--- src/rtl/neopix_frame_arbiter_if.sv ---
// Frame-buffer read port and byte handshake to the shared NeoPixel bit encoder.
// Latency: none, wires only.
// Backpressure: enc_ready from the encoder stalls the arbiter; rd_data has fixed 1-cycle latency.
interface neopix_frame_arbiter_if #(
    parameter int ADDR_W = 9
);
    // frame-buffer read request / return
    logic              rd_en;
    logic              rd_chan;
    logic [ADDR_W-1:0] rd_addr;
    logic [7:0]        rd_data;

    // byte stream to the bit encoder
    logic [7:0]        enc_data;
    logic              enc_valid;
    logic              enc_ready;
    logic              enc_busy;
    logic              enc_sel;

    // arbiter side
    modport master (
        output rd_en,
        output rd_chan,
        output rd_addr,
        input  rd_data,
        output enc_data,
        output enc_valid,
        output enc_sel,
        input  enc_ready,
        input  enc_busy
    );

    // buffer + encoder side
    modport slave (
        input  rd_en,
        input  rd_chan,
        input  rd_addr,
        output rd_data,
        input  enc_data,
        input  enc_valid,
        input  enc_sel,
        output enc_ready,
        output enc_busy
    );
endinterface

--- src/rtl/neopix_frame_arbiter.sv ---
// Arbitrates two NeoPixel frame buffers onto one bit encoder, one whole frame at a time, then holds the latch gap.
// Latency: encoder handshake to next enc_valid is 3 cycles (fetch, buffer read, register); req to grant is 1 cycle.
// Backpressure: enc_ready low holds enc_data/enc_valid stable; enc_busy high holds the latch gap off. Macro NEOPIX_ARB_STRICT_PRIO_EN selects fixed priority.
module neopix_frame_arbiter #(
    parameter int ADDR_W       = 9,
    parameter int LATCH_CYCLES = 2500
) (
    input  logic              CLOCK_50,
    input  logic              reset,
    input  logic [1:0]        req,
    input  logic [ADDR_W-1:0] len0,
    input  logic [ADDR_W-1:0] len1,
    neopix_frame_arbiter_if.master bus,
    output logic              busy,
    output logic [1:0]        done
);

    // latch counter only needs to reach LATCH_CYCLES-1
    localparam int              CNT_W    = (LATCH_CYCLES > 1) ? $clog2(LATCH_CYCLES) : 1;
    localparam logic [CNT_W-1:0] CNT_LAST = CNT_W'(LATCH_CYCLES - 1);

    typedef enum logic [2:0] {
        IDLE,
        GRANT,
        FETCH,
        WAIT,
        SEND,
        DRAIN,
        LATCH
    } state_t;

    state_t            state_q,     state_d;
    logic [1:0]        pending_q,   pending_d;
    logic              last_q,      last_d;
    logic              chan_q,      chan_d;
    logic [ADDR_W-1:0] len_q,       len_d;
    logic [ADDR_W-1:0] index_q,     index_d;
    logic [CNT_W-1:0]  cnt_q,       cnt_d;
    logic [7:0]        enc_data_q,  enc_data_d;
    logic              enc_valid_q, enc_valid_d;
    logic [1:0]        done_q,      done_d;

    logic [1:0]        pend_eff;
    logic              grant_chan;
    logic [ADDR_W-1:0] len_sel;
    logic [ADDR_W-1:0] index_inc;

    // a req arriving while idle is granted in the same cycle it is seen
    assign pend_eff  = pending_q | req;
    assign len_sel   = chan_q ? len1 : len0;
    assign index_inc = index_q + 1'b1;

    // pick the channel to serve next among the effective pending set
    always_comb begin
        grant_chan = 1'b0;
`ifdef NEOPIX_ARB_STRICT_PRIO_EN
        // channel 0 always wins a tie
        grant_chan = ~pend_eff[0];
`else
        // on a tie, serve the channel that was not served last
        if (&pend_eff) begin
            grant_chan = ~last_q;
        end else begin
            grant_chan = ~pend_eff[0];
        end
`endif
    end

    // frame sequencing: next state, datapath updates and done pulses
    always_comb begin
        state_d     = state_q;
        pending_d   = pending_q | req;
        last_d      = last_q;
        chan_d      = chan_q;
        len_d       = len_q;
        index_d     = index_q;
        cnt_d       = cnt_q;
        enc_data_d  = enc_data_q;
        enc_valid_d = enc_valid_q;
        done_d      = 2'b00;

        case (state_q)
            IDLE: begin
                if (|pend_eff) begin
                    // chan (and so enc_sel) is fixed from here to the end of LATCH
                    chan_d                = grant_chan;
                    last_d                = grant_chan;
                    pending_d[grant_chan] = 1'b0;
                    state_d               = GRANT;
                end
            end

            GRANT: begin
                len_d   = len_sel;
                index_d = '0;
                if (len_sel == '0) begin
                    // empty frame: report completion without touching the line
                    done_d[chan_q] = 1'b1;
                    state_d        = IDLE;
                end else begin
                    state_d = FETCH;
                end
            end

            FETCH: begin
                // rd_en is decoded from this state; the byte returns next cycle
                state_d = WAIT;
            end

            WAIT: begin
                enc_data_d  = bus.rd_data;
                enc_valid_d = 1'b1;
                state_d     = SEND;
            end

            SEND: begin
                if (enc_valid_q && bus.enc_ready) begin
                    enc_valid_d = 1'b0;
                    index_d     = index_inc;
                    // index never exceeds len, so the increment cannot wrap
                    state_d     = (index_inc < len_q) ? FETCH : DRAIN;
                end
            end

            DRAIN: begin
                // last byte accepted; wait for its bits to leave the encoder
                if (!bus.enc_busy) begin
                    cnt_d   = '0;
                    state_d = LATCH;
                end
            end

            LATCH: begin
                if (cnt_q == CNT_LAST) begin
                    done_d[chan_q] = 1'b1;
                    state_d        = IDLE;
                end else begin
                    cnt_d = cnt_q + 1'b1;
                end
            end

            default: begin
                state_d = IDLE;
            end
        endcase
    end

    // state and datapath registers; reset abandons any frame silently
    always_ff @(posedge CLOCK_50) begin
        if (reset) begin
            state_q     <= IDLE;
            pending_q   <= 2'b00;
            last_q      <= 1'b1;
            chan_q      <= 1'b0;
            len_q       <= '0;
            index_q     <= '0;
            cnt_q       <= '0;
            enc_data_q  <= 8'h00;
            enc_valid_q <= 1'b0;
            done_q      <= 2'b00;
        end else begin
            state_q     <= state_d;
            pending_q   <= pending_d;
            last_q      <= last_d;
            chan_q      <= chan_d;
            len_q       <= len_d;
            index_q     <= index_d;
            cnt_q       <= cnt_d;
            enc_data_q  <= enc_data_d;
            enc_valid_q <= enc_valid_d;
            done_q      <= done_d;
        end
    end

    assign bus.rd_en     = (state_q == FETCH);
    assign bus.rd_chan   = chan_q;
    assign bus.rd_addr   = index_q;
    assign bus.enc_data  = enc_data_q;
    assign bus.enc_valid = enc_valid_q;
    assign bus.enc_sel   = chan_q;
    assign busy          = (state_q != IDLE);
    assign done          = done_q;

endmodule

--- src/flat_wrapper.sv ---
// flat-port wrapper written by rule: the top's interface ports become plain ports
module neopix_frame_arbiter_flat 
#(
    parameter int ADDR_W       = 9,
    parameter int LATCH_CYCLES = 2500
)
  (CLOCK_50, reset, req, len0, len1, busy, done, bus_rd_en, bus_rd_chan, bus_rd_addr, bus_rd_data, bus_enc_data, bus_enc_valid, bus_enc_sel, bus_enc_ready, bus_enc_busy);
  neopix_frame_arbiter_if #(.ADDR_W(ADDR_W)) bus_i ();
  input  logic CLOCK_50;
  input  logic reset;
  input  logic [1:0] req;
  input  logic [ADDR_W-1:0] len0;
  input  logic [ADDR_W-1:0] len1;
  output logic busy;
  output logic [1:0] done;
  output wire logic [$bits(bus_i.rd_en)-1:0] bus_rd_en;
  output wire logic [$bits(bus_i.rd_chan)-1:0] bus_rd_chan;
  output wire logic [$bits(bus_i.rd_addr)-1:0] bus_rd_addr;
  input wire logic [$bits(bus_i.rd_data)-1:0] bus_rd_data;
  output wire logic [$bits(bus_i.enc_data)-1:0] bus_enc_data;
  output wire logic [$bits(bus_i.enc_valid)-1:0] bus_enc_valid;
  output wire logic [$bits(bus_i.enc_sel)-1:0] bus_enc_sel;
  input wire logic [$bits(bus_i.enc_ready)-1:0] bus_enc_ready;
  input wire logic [$bits(bus_i.enc_busy)-1:0] bus_enc_busy;
  assign bus_rd_en = bus_i.rd_en;
  assign bus_rd_chan = bus_i.rd_chan;
  assign bus_rd_addr = bus_i.rd_addr;
  assign bus_i.rd_data = bus_rd_data;
  assign bus_enc_data = bus_i.enc_data;
  assign bus_enc_valid = bus_i.enc_valid;
  assign bus_enc_sel = bus_i.enc_sel;
  assign bus_i.enc_ready = bus_enc_ready;
  assign bus_i.enc_busy = bus_enc_busy;
  neopix_frame_arbiter #(.ADDR_W(ADDR_W), .LATCH_CYCLES(LATCH_CYCLES)) u_core (.CLOCK_50(CLOCK_50), .reset(reset), .req(req), .len0(len0), .len1(len1), .bus(bus_i), .busy(busy), .done(done));
endmodule
--- config.mk ---
export PLATFORM = sky130hd
export DESIGN_NAME = neopix_frame_arbiter_flat
export DESIGN_NICKNAME = d
export VERILOG_FILES = /design/src/rtl/neopix_frame_arbiter_if.sv /design/src/rtl/neopix_frame_arbiter.sv /design/src/flat_wrapper.sv
export SDC_FILE = /design/constraint.sdc
export NUM_CORES = 1
export LEC_CHECK = 0
export BUFFER_PORTS_ARGS = -buffer_cell sky130_fd_sc_hd__clkbuf_2
export CAP_MARGIN = 10
export CORE_ASPECT_RATIO = 0.9
export CORE_MARGIN = 2
export CORE_UTILIZATION = 54
export CTS_CLUSTER_SIZE = 24
export DETAILED_ROUTE_END_ITERATION = 16
export PLACE_DENSITY_LB_ADDON = 0.2
export SLEW_MARGIN = 30
export SYNTH_ARGS = -nofsm -noshare
export SYNTH_HDL_FRONTEND = slang
export SYNTH_SLANG_ARGS = --single-unit
--- constraint.sdc ---
create_clock -name CLOCK_50 -period 2.65 [get_ports CLOCK_50]
set_input_delay 0.265 -clock CLOCK_50 [delete_from_list [all_inputs] [get_ports CLOCK_50]]
set_output_delay 0.265 -clock CLOCK_50 [all_outputs]
set_load 0.01 [all_outputs]
[Word-level counts from Yosys, hierarchy flattened]
Cells that the tools add are included.
Cells by class
  magnitude comparators: 5
  multiplexer cells: 25
  reductions and logical operators: 16
  eq/ne operators: 12
  add/sub/neg operators: 2
  bitwise operators: 5
Operator list (count)
  two-way mux 12 bit: 2
  case mux 12 bit (2 select lines): 1
  case mux 3 bit (7 select lines): 1
  two-way mux 9 bit: 2
  case mux 9 bit (2 select lines): 1
  two-way mux 3 bit: 5
  adder 12 x 1 -> 12 bit (second input constant): 1
  == test 12 bit (second input constant): 1
  two-way mux 2 bit: 5
  adder 9 x 1 -> 9 bit (second input constant): 1
  == test 3 bit (second input constant): 3
  zero test 9 bit: 1
  less-than comparator 9 bit: 1
  AND reduction 2 bit: 4
  == test 3 x 2 -> 1 bit (second input constant): 2
  != test 2 x 1 -> 1 bit (second input constant): 3
  nonzero test 2 bit: 3
  less-than comparator 1 x 2 -> 1 bit (second input constant): 2
  two-way mux 1 bit: 4
  != test 2 bit (second input constant): 2
  case mux 2 bit (2 select lines): 1
  AND reduction 4 bit: 1
  == test 3 x 1 -> 1 bit (second input constant): 1
  logical AND 1 bit: 3
  11 further kinds: 14
Word-level totals
  input port bits: 32
  logic and storage cells: 75
  bits in registers: 48
  output and inout port bits: 24

[Depth between registers and ports, before layout]
Gate-level depths: netlist of run 1.
  depth in word-level cells: 11
  gate-level depth with buffers: 10
  gate-level depth less buffers: 10

[Worst setup path after synthesis of run 1]
OpenSTA, ideal clock, no wires.
  kind: register to register
  start: register u_core.index_q[0] (netlist: u_core.bus.rd_addr[0])
  end: register u_core.state_q[1]
  data required time: 2.531 ns
  buffers on the path: 0
  data arrival time: 2.152 ns
  slack: 0.379 ns
  cell stages (with the launch flop): 11
  path through: dfxtp_1 ha_1 nand3_1 nor3_1 xor2_1 ha_1 nand4_1 nor2_1 o2bb2ai_1 o31ai_1 o221a_2
Between the ends
  word-level cells in the longest chain between the ends: 5
RTL lines
  start, declared: line neopix_frame_arbiter.sv:37  | logic [ADDR_W-1:0] index_q, index_d;
  start signal, assigned: line neopix_frame_arbiter.sv:167  | index_q <= index_d;
  adder 9 x 1 -> 9 bit: line neopix_frame_arbiter.sv:51  | assign index_inc = index_q + 1'b1;
  less-than comparator 9 bit: line neopix_frame_arbiter.sv:121  | state_d = (index_inc < len_q) ? FETCH : DRAIN;
  two-way mux 3 bit: line neopix_frame_arbiter.sv:121
  two-way mux 3 bit: line neopix_frame_arbiter.sv:117  | if (enc_valid_q && bus.enc_ready) begin
  case mux 3 bit (7 select lines): line neopix_frame_arbiter.sv:82  | case (state_q)
  end signal, assigned: line neopix_frame_arbiter.sv:162  | state_q <= state_d;
  end, declared: line neopix_frame_arbiter.sv:32  | state_t state_q, state_d;
Every way passes these cells. The select of a mux whose other input is x is not followed.
A chain may end at the register's enable or synchronous reset.

[Worst setup path after layout of run 1]
Ends and elaborated chain as after synthesis.

==> results of run 1 <==
-- layer usage --
layer | vias up | track usage
met2 | 88 | 0.364
met1 | 1036 | 0.276
li1 | 1156 | -
met3 | 11 | 0.0495
met4 | 0 | 0.0955
met5 | - | 0
-- synth_stat cells (4+ instances only) --
| master | number |
|---|---|
| a211oi_1 | 9 |
| a21oi_1 | 21 |
| buf_2 | 4 |
| clkbuf_1 | 7 |
| dfxtp_1 | 48 |
| ha_1 | 10 |
| inv_1 | 13 |
| mux2i_1 | 18 |
| nand2_1 | 18 |
| nand3_1 | 10 |
| nand3b_1 | 4 |
| nor2_1 | 49 |
| nor3_1 | 8 |
| o2111ai_1 | 6 |
| o21ai_0 | 12 |
| or3_1 | 4 |
| xnor2_1 | 4 |
| xor2_1 | 13 |
-- worst max-delay path by stage --
| stage | startpoint | slack, ns | end |
|---|---|---|---|
| floorplan | u_core.bus.rd_addr[0] | 0.38 | u_core.state_q[1] |
| global placement | u_core.bus.rd_addr[0] | 0.30 | u_core.state_q[1] |
| detailed placement | u_core.bus.rd_addr[0] | 0.18 | u_core.state_q[1] |
| CTS | u_core.bus.rd_addr[0] | 0.16 | u_core.state_q[1] |
| global route | u_core.bus.rd_addr[0] | 0.04 | u_core.state_q[0] |
| finish | u_core.bus.rd_addr[0] | 0.20 | u_core.state_q[1] |
-- report_power, final --
group / internal, W / switching [W]
Clock: 0.000213 / 0.000229
Combinational: 0.000197 / 0.000270
Sequential: 0.000793 / 0.0000820
Total: 0.00120 / 0.000581
-- logic make-up after synthesis --
logic type	synth area share
muxes	0.0715
xor gates and xnor gates	0.0591
DFF	0.382
buffers and inverters	0.0512
adders and majority gates	0.0497
AOI/OAI and AO/OA	0.156
and+or+nand+nor	0.231
-- registers in the layout (all words and copies together) (netlist names) --
register and flops:
u_core.cnt_q 12, u_core.bus.enc_sel 1, u_core.pending_q 2, u_core.bus.enc_data 8, u_core.len_q 9, u_core.last_q 1
u_core.done 2, u_core.bus.enc_valid 1, u_core.bus.rd_addr 9, u_core.state_q 3
-- cell type report --
cell class	instances	area, sq um	share of cell area
Tap cell	62	77.6	0.0267
Inverter	14	52.6	0.0181
Timing Repair Buffer	57	290	0.0998
Sequential cell	48	961	0.330
Multi-Input combinational cell	221	1440	0.494
Clock buffer	8	90.1	0.0310
-- per-stage QoR --
stage | area (sq um) | worst slack (ns) | std cells | hold slack, ns | power (W)
after floorplan | 2520 | 0.379 | 298 | 0.409 | 0.00123
after global placement | 2810 | 0.296 | 402 | 0.463 | 0.00134
after detailed placement | 2810 | 0.180 | 402 | 0.473 | 0.00135
after CTS | 2900 | 0.159 | 410 | 0.188 | 0.00180
after global routing | 2910 | 0.0374 | 410 | 0.196 | 0.00189
final | 2910 | 0.195 | 410 | 0.196 | 0.00178
-- tightest hold or removal path, cell delays in order --
cell and delay [ns]:
clkbuf_2 0.07, mux2i_1 0.05, nor2_1 0.07
==> results_dict.tcl, run 1 <==
set metrics [dict create \
    outcome "finished, final reports clean" \
    core_sq_um 4460 \
    rsz0062_at_grt "false" \
    die_area_sq_um 5230 \
    clock-root-buffer "clkbuf_8" \
    wl_met2_um 2340 \
    slowest_stage "dfxtp_1" \
    area_growth_pct 15.4 \
    insertion_delay_ns 0.30 \
    initial_core_util 0.565 \
    grt_pass1_vias 2043 \
    min-delay-start "bus_rd_data[5]" \
    crit_buf_inv 0 \
    post-route-util 0.652 \
    worstHoldPathType "input port to flop" \
    clkTransAtPathRegs_ns 0.08 \
    synthArstFlopShare 0 \
    yosys.cell_types.count 45 \
    netlist_area_sq_um 2520 \
    maxSlewViolCount 0 \
    maxSlewHeadroom 0.527 \
    power_density_nw_per_um2 614 \
    fin_crit_ns 2.45 \
    die_h_um 68.8 \
    cts_setup_buffers 0 \
    crit_arrival_ns 2.70 \
    startpoint_type "flop" \
    io_buffers 55 \
    via_per_inst 5.59 \
    antenna_found_initial 0 \
    worstMarginPinSlew_ns 0.710 \
    grt_max_degree 35 \
    seq_area_frac_synth 0.382 \
    final_layout_size_suffix_gt1_frac 0.213 \
    period_share 0.926 \
    ant_nets 0 \
    cts_resized 0 \
    first_iter_violations 149 \
    layout_common_cells "55 x clkbuf_2, 49 x nor2_1, 48 x dfxtp_1" \
    vdd_drop_max_mv 0.327 \
    worst-setup-path-type "flop to flop" \
    drt-total-wl_um 5420 \
    cts_buffers 5 \
    maxCapViolCount 0 \
    cts_buffer_depth 2 \
    cp_max_fo 6 \
    worstSetupEndpointType "flop" \
    hold_violations 0 \
    wl_met1_um 2580 \
    ys_top_cells_by_area "dfxtp_1 38%, nor2_1 7.3%, mux2i_1 7.2%, ha_1 5.0%, xor2_1 4.5%" \
    routedWlPerCell_um 13.2 \
    diodes 0 \
    power_leakage_nw 1.24 \
    drc 0 \
    final_common_cell "clkbuf_2" \
    ios 56 \
    h-tree-depth 2 \
    firstDrtPassIters 4 \
    syn_area_per_cell_sq_um 8.45 \
    r2r_slack_ns 0.20 \
    yosysWarnings 0 \
    hpwl_um 4010 \
    netlist.area_leader.share 0.382 \
    die_width_um 76.0 \
    cts_tree "done" \
    synth_edf_count 0 \
    finalWeightedCongestion 0.855 \
    setup_viol 0 \
    reg2reg_depth 10 \
    synth_seq_cells 48 \
    required_ns 2.90 \
    worstPathCellList "ha_2 > nand3_1 > nor3_2 > xor2_1 > ha_1 > nand4_1 > nor2_1 > o2bb2ai_1 > o31ai_1 > o221a_2" \
    synth_nets 340 \
    ys.flop_type "dfxtp_1" \
    fmaxAchievable_ghz 0.407 \
    reg2reg_to "u_core.state_q[1]" \
    track_usage 0.217 \
    top_layer_used "met4" \
    critPathTopFamily "simple AND/OR/NAND/NOR gates" \
    worstHoldEndpoint "u_core.bus.enc_data[5]" \
    fillers 391 \
    worstSetupPathDepth 10 \
    holdPathStages 3 \
    rows 23 \
    vias 2291 \
    synthCells 298 \
    worstReg2RegStart "u_core.bus.rd_addr[0]" \
    grt_pass1_wl_um 9020 \
    gr-total-overflow 0 \
    setup_tns_ns 0 \
    clock_sinks 48 \
    ctsHoldBuffers 0 \
    routed-wl-met3_um 393 \
    nets 389 \
    crit_path_max_incr_delay_ns 0.41 \
    yosysTopAreaCell "dfxtp_1" \
    skew_ns 0.00277 \
]
Power figures use the tool's default switching activity.
==> run 2, diff against run 1 <==
--- a/config.mk
+++ b/config.mk
@@ -10,6 +10,7 @@
 export CORE_ASPECT_RATIO = 0.9
 export CORE_MARGIN = 2
 export CORE_UTILIZATION = 54
+export CTS_CLUSTER_DIAMETER = 150
 export CTS_CLUSTER_SIZE = 24
 export DETAILED_ROUTE_END_ITERATION = 16
 export PLACE_DENSITY_LB_ADDON = 0.2
==> constraint.sdc (replaced) <==
create_clock -name CLOCK_50 -period 2.5 [get_ports CLOCK_50]
set_input_delay 0.125 -clock CLOCK_50 [delete_from_list [all_inputs] [get_ports CLOCK_50]]
set_output_delay 0.125 -clock CLOCK_50 [all_outputs]
set_load 0.01 [all_outputs]
==> run 2 against run 1 <==
Worst setup slack improved by 0.0052 ns. Core utilization increased by 0.87 points. Critical path depth is 1 lower. Via count shrank 2.1%. Count of clock-buffer cells in the layout is the same. Hold slack lost 0.15 ns. Clock power grew 8.8%. Sequential power increased by 2.7%. Largest cell class unchanged. Design area grew 1.3%. Clock skew is 0.0047 ns higher. Combinational power increased by 12%. Flip-flop and latch count is the same.
==> results_dict.tcl, run 2 (synthesis results as in run 1) <==
set metrics [dict create \
    outcome "finished, final reports clean" \
    track_usage 0.226 \
    slowest_stage "dfxtp_1" \
    layout_common_cells "55 x clkbuf_2, 49 x nor2_1, 47 x dfxtp_1" \
    rsz0062_at_grt "false" \
    fin_worst_hold_slack_ns 0.0500 \
    via_per_inst 5.43 \
    vias 2242 \
    die_h_um 68.8 \
    final_layout_size_suffix_gt1_frac 0.225 \
    worstPathCellList "nand3_1 > nor3_1 > xor2_1 > ha_1 > nand4_1 > nor2_1 > o2bb2ai_1 > o31ai_1 > o221a_2" \
    ctsHoldBuffers 0 \
    maxSlewHeadroom 0.527 \
    largest_register_ffs 12 \
    r2r_slack_ns 0.20 \
    hold_violations 0 \
    maxCapViolCount 0 \
    setup_viol 0 \
    final_common_cell "clkbuf_2" \
    fillers 384 \
    cts_buffer_depth 2 \
    cts_buffers 5 \
    worstHoldPathType "input port to flop" \
    worstMarginPinSlew_ns 0.710 \
    required_ns 2.76 \
    hpwl_um 4130 \
    power_density_nw_per_um2 646 \
    setup_tns_ns 0 \
    worstReg2RegStart "u_core.bus.rd_addr[2]" \
    startpoint_type "flop" \
    period_share 0.920 \
    wl_met1_um 2750 \
    skew_ns 0.00746 \
    rows 23 \
    core_sq_um 4460 \
    fin_crit_ns 2.30 \
    fmaxAchievable_ghz 0.435 \
    diodes 0 \
    routed-wl-met3_um 298 \
    gr-total-overflow 0 \
    die_width_um 76.0 \
    area_growth_pct 17.0 \
    ios 56 \
    post-place-ws_ns 0.0163 \
    holdPathStages 3 \
    post-route-util 0.661 \
    timing.final.ws_setup_ns 0.201 \
    io_buffers 55 \
    clock-root-buffer "clkbuf_8" \
    clkTransAtPathRegs_ns 0.09 \
    h-tree-depth 2 \
    clock_sinks 48 \
    maxSlewViolCount 0 \
    top_layer_used "met4" \
    finalWeightedCongestion 0.845 \
    grt_pass1_wl_um 9310 \
    first_iter_violations 80 \
    nets 392 \
    insertion_delay_ns 0.31 \
    ant_nets 0 \
    worstSetupEndpointType "flop" \
    worstHoldEndpoint "u_core.bus.enc_data[6]" \
    cts_tree "done" \
    die_area_sq_um 5230 \
    drt-total-wl_um 5490 \
    crit_path_max_incr_delay_ns 0.45 \
    critPathTopFamily "simple AND/OR/NAND/NOR gates" \
    power_leakage_nw 1.26 \
    largest_register "u_core.cnt_q" \
    cts_setup_buffers 0 \
    worst-setup-path-type "flop to flop" \
    crit_buf_inv 0 \
    initial_core_util 0.565 \
    drc 0 \
    antenna_found_initial 0 \
    reg2reg_to "u_core.state_q[1]" \
    vdd_drop_max_mv 0.362 \
    min-delay-start "bus_rd_data[6]" \
    firstDrtPassIters 4 \
    grt_max_degree 35 \
    crit_arrival_ns 2.56 \
    finalPower_w 0.00190 \
    wl_met2_um 2360 \
    routedWlPerCell_um 13.3 \
    cp_max_fo 6 \
    grt_pass1_vias 2108 \
    reg2reg_depth 9 \
]
[run 2: changes by cell type in the layout (fill, tap and decap cells not counted)]
cell	delta
ha_2	-1
ha_4	+1
dfxtp_2	+1
nand3_1	-1
buf_4	+3
dfxtp_1	-1
nand3_2	+1
[run 2: worst min-delay path, stage by stage]
cell and delay (ns):
clkbuf_2 0.07, mux2i_1 0.05, nor2_1 0.07
[run 2: metrics by stage]
stage                     area [sq um]  instances
after floorplan                   2520        298
after global placement            2830        405
after detailed placement          2830        405
after CTS                         2930        413
after global routing              2950        413
final                             2950        413
[run 2: where the power goes]
group          internal (W)  switching, W
logic              0.000218      0.000306
clock network      0.000226      0.000255
registers          0.000841     0.0000584
total               0.00129      0.000619
[run 2: final cells by class]
| cell class | instances | area [sq um] | area share |
|---|---|---|---|
| Clock buffer | 8 | 90.1 | 0.0306 |
| Timing Repair Buffer | 60 | 313 | 0.106 |
| Sequential cell | 48 | 962 | 0.327 |
| Tap cell | 62 | 77.6 | 0.0263 |
| Inverter | 14 | 52.6 | 0.0178 |
| Multi-Input combinational cell | 221 | 1450 | 0.493 |
[run 2: how the worst max path moves through the flow]
stage | startpoint | endpoint | slack [ns] | cells after the start
6_report | u_core.bus.rd_addr[2] | u_core.state_q[1] | 0.20 | 9
3_3_place_gp | u_core.bus.rd_addr[0] | u_core.state_q[1] | 0.17 | 10
5_1_grt | u_core.bus.rd_addr[2] | u_core.state_q[1] | 0.02 | 9
3_5_place_dp | u_core.bus.rd_addr[0] | u_core.state_q[1] | 0.02 | 9
2_1_floorplan | u_core.bus.rd_addr[0] | u_core.state_q[1] | 0.23 | 10
4_1_cts | u_core.bus.rd_addr[0] | u_core.state_q[1] | 0.02 | 9
[run 2: repair_timing]
item                                    in CTS  in global routing
resized for setup                            1                  4
endpoints found under the setup margin       1                  3
pin swaps                                    0                  2
[run 2: layer usage]
| layer | vias up | global-route usage |
|---|---|---|
| met1 | 1012 | 0.289 |
| met3 | 7 | 0.0573 |
| met2 | 63 | 0.371 |
| met5 | - | 0 |
| li1 | 1160 | - |
| met4 | 0 | 0.0955 |
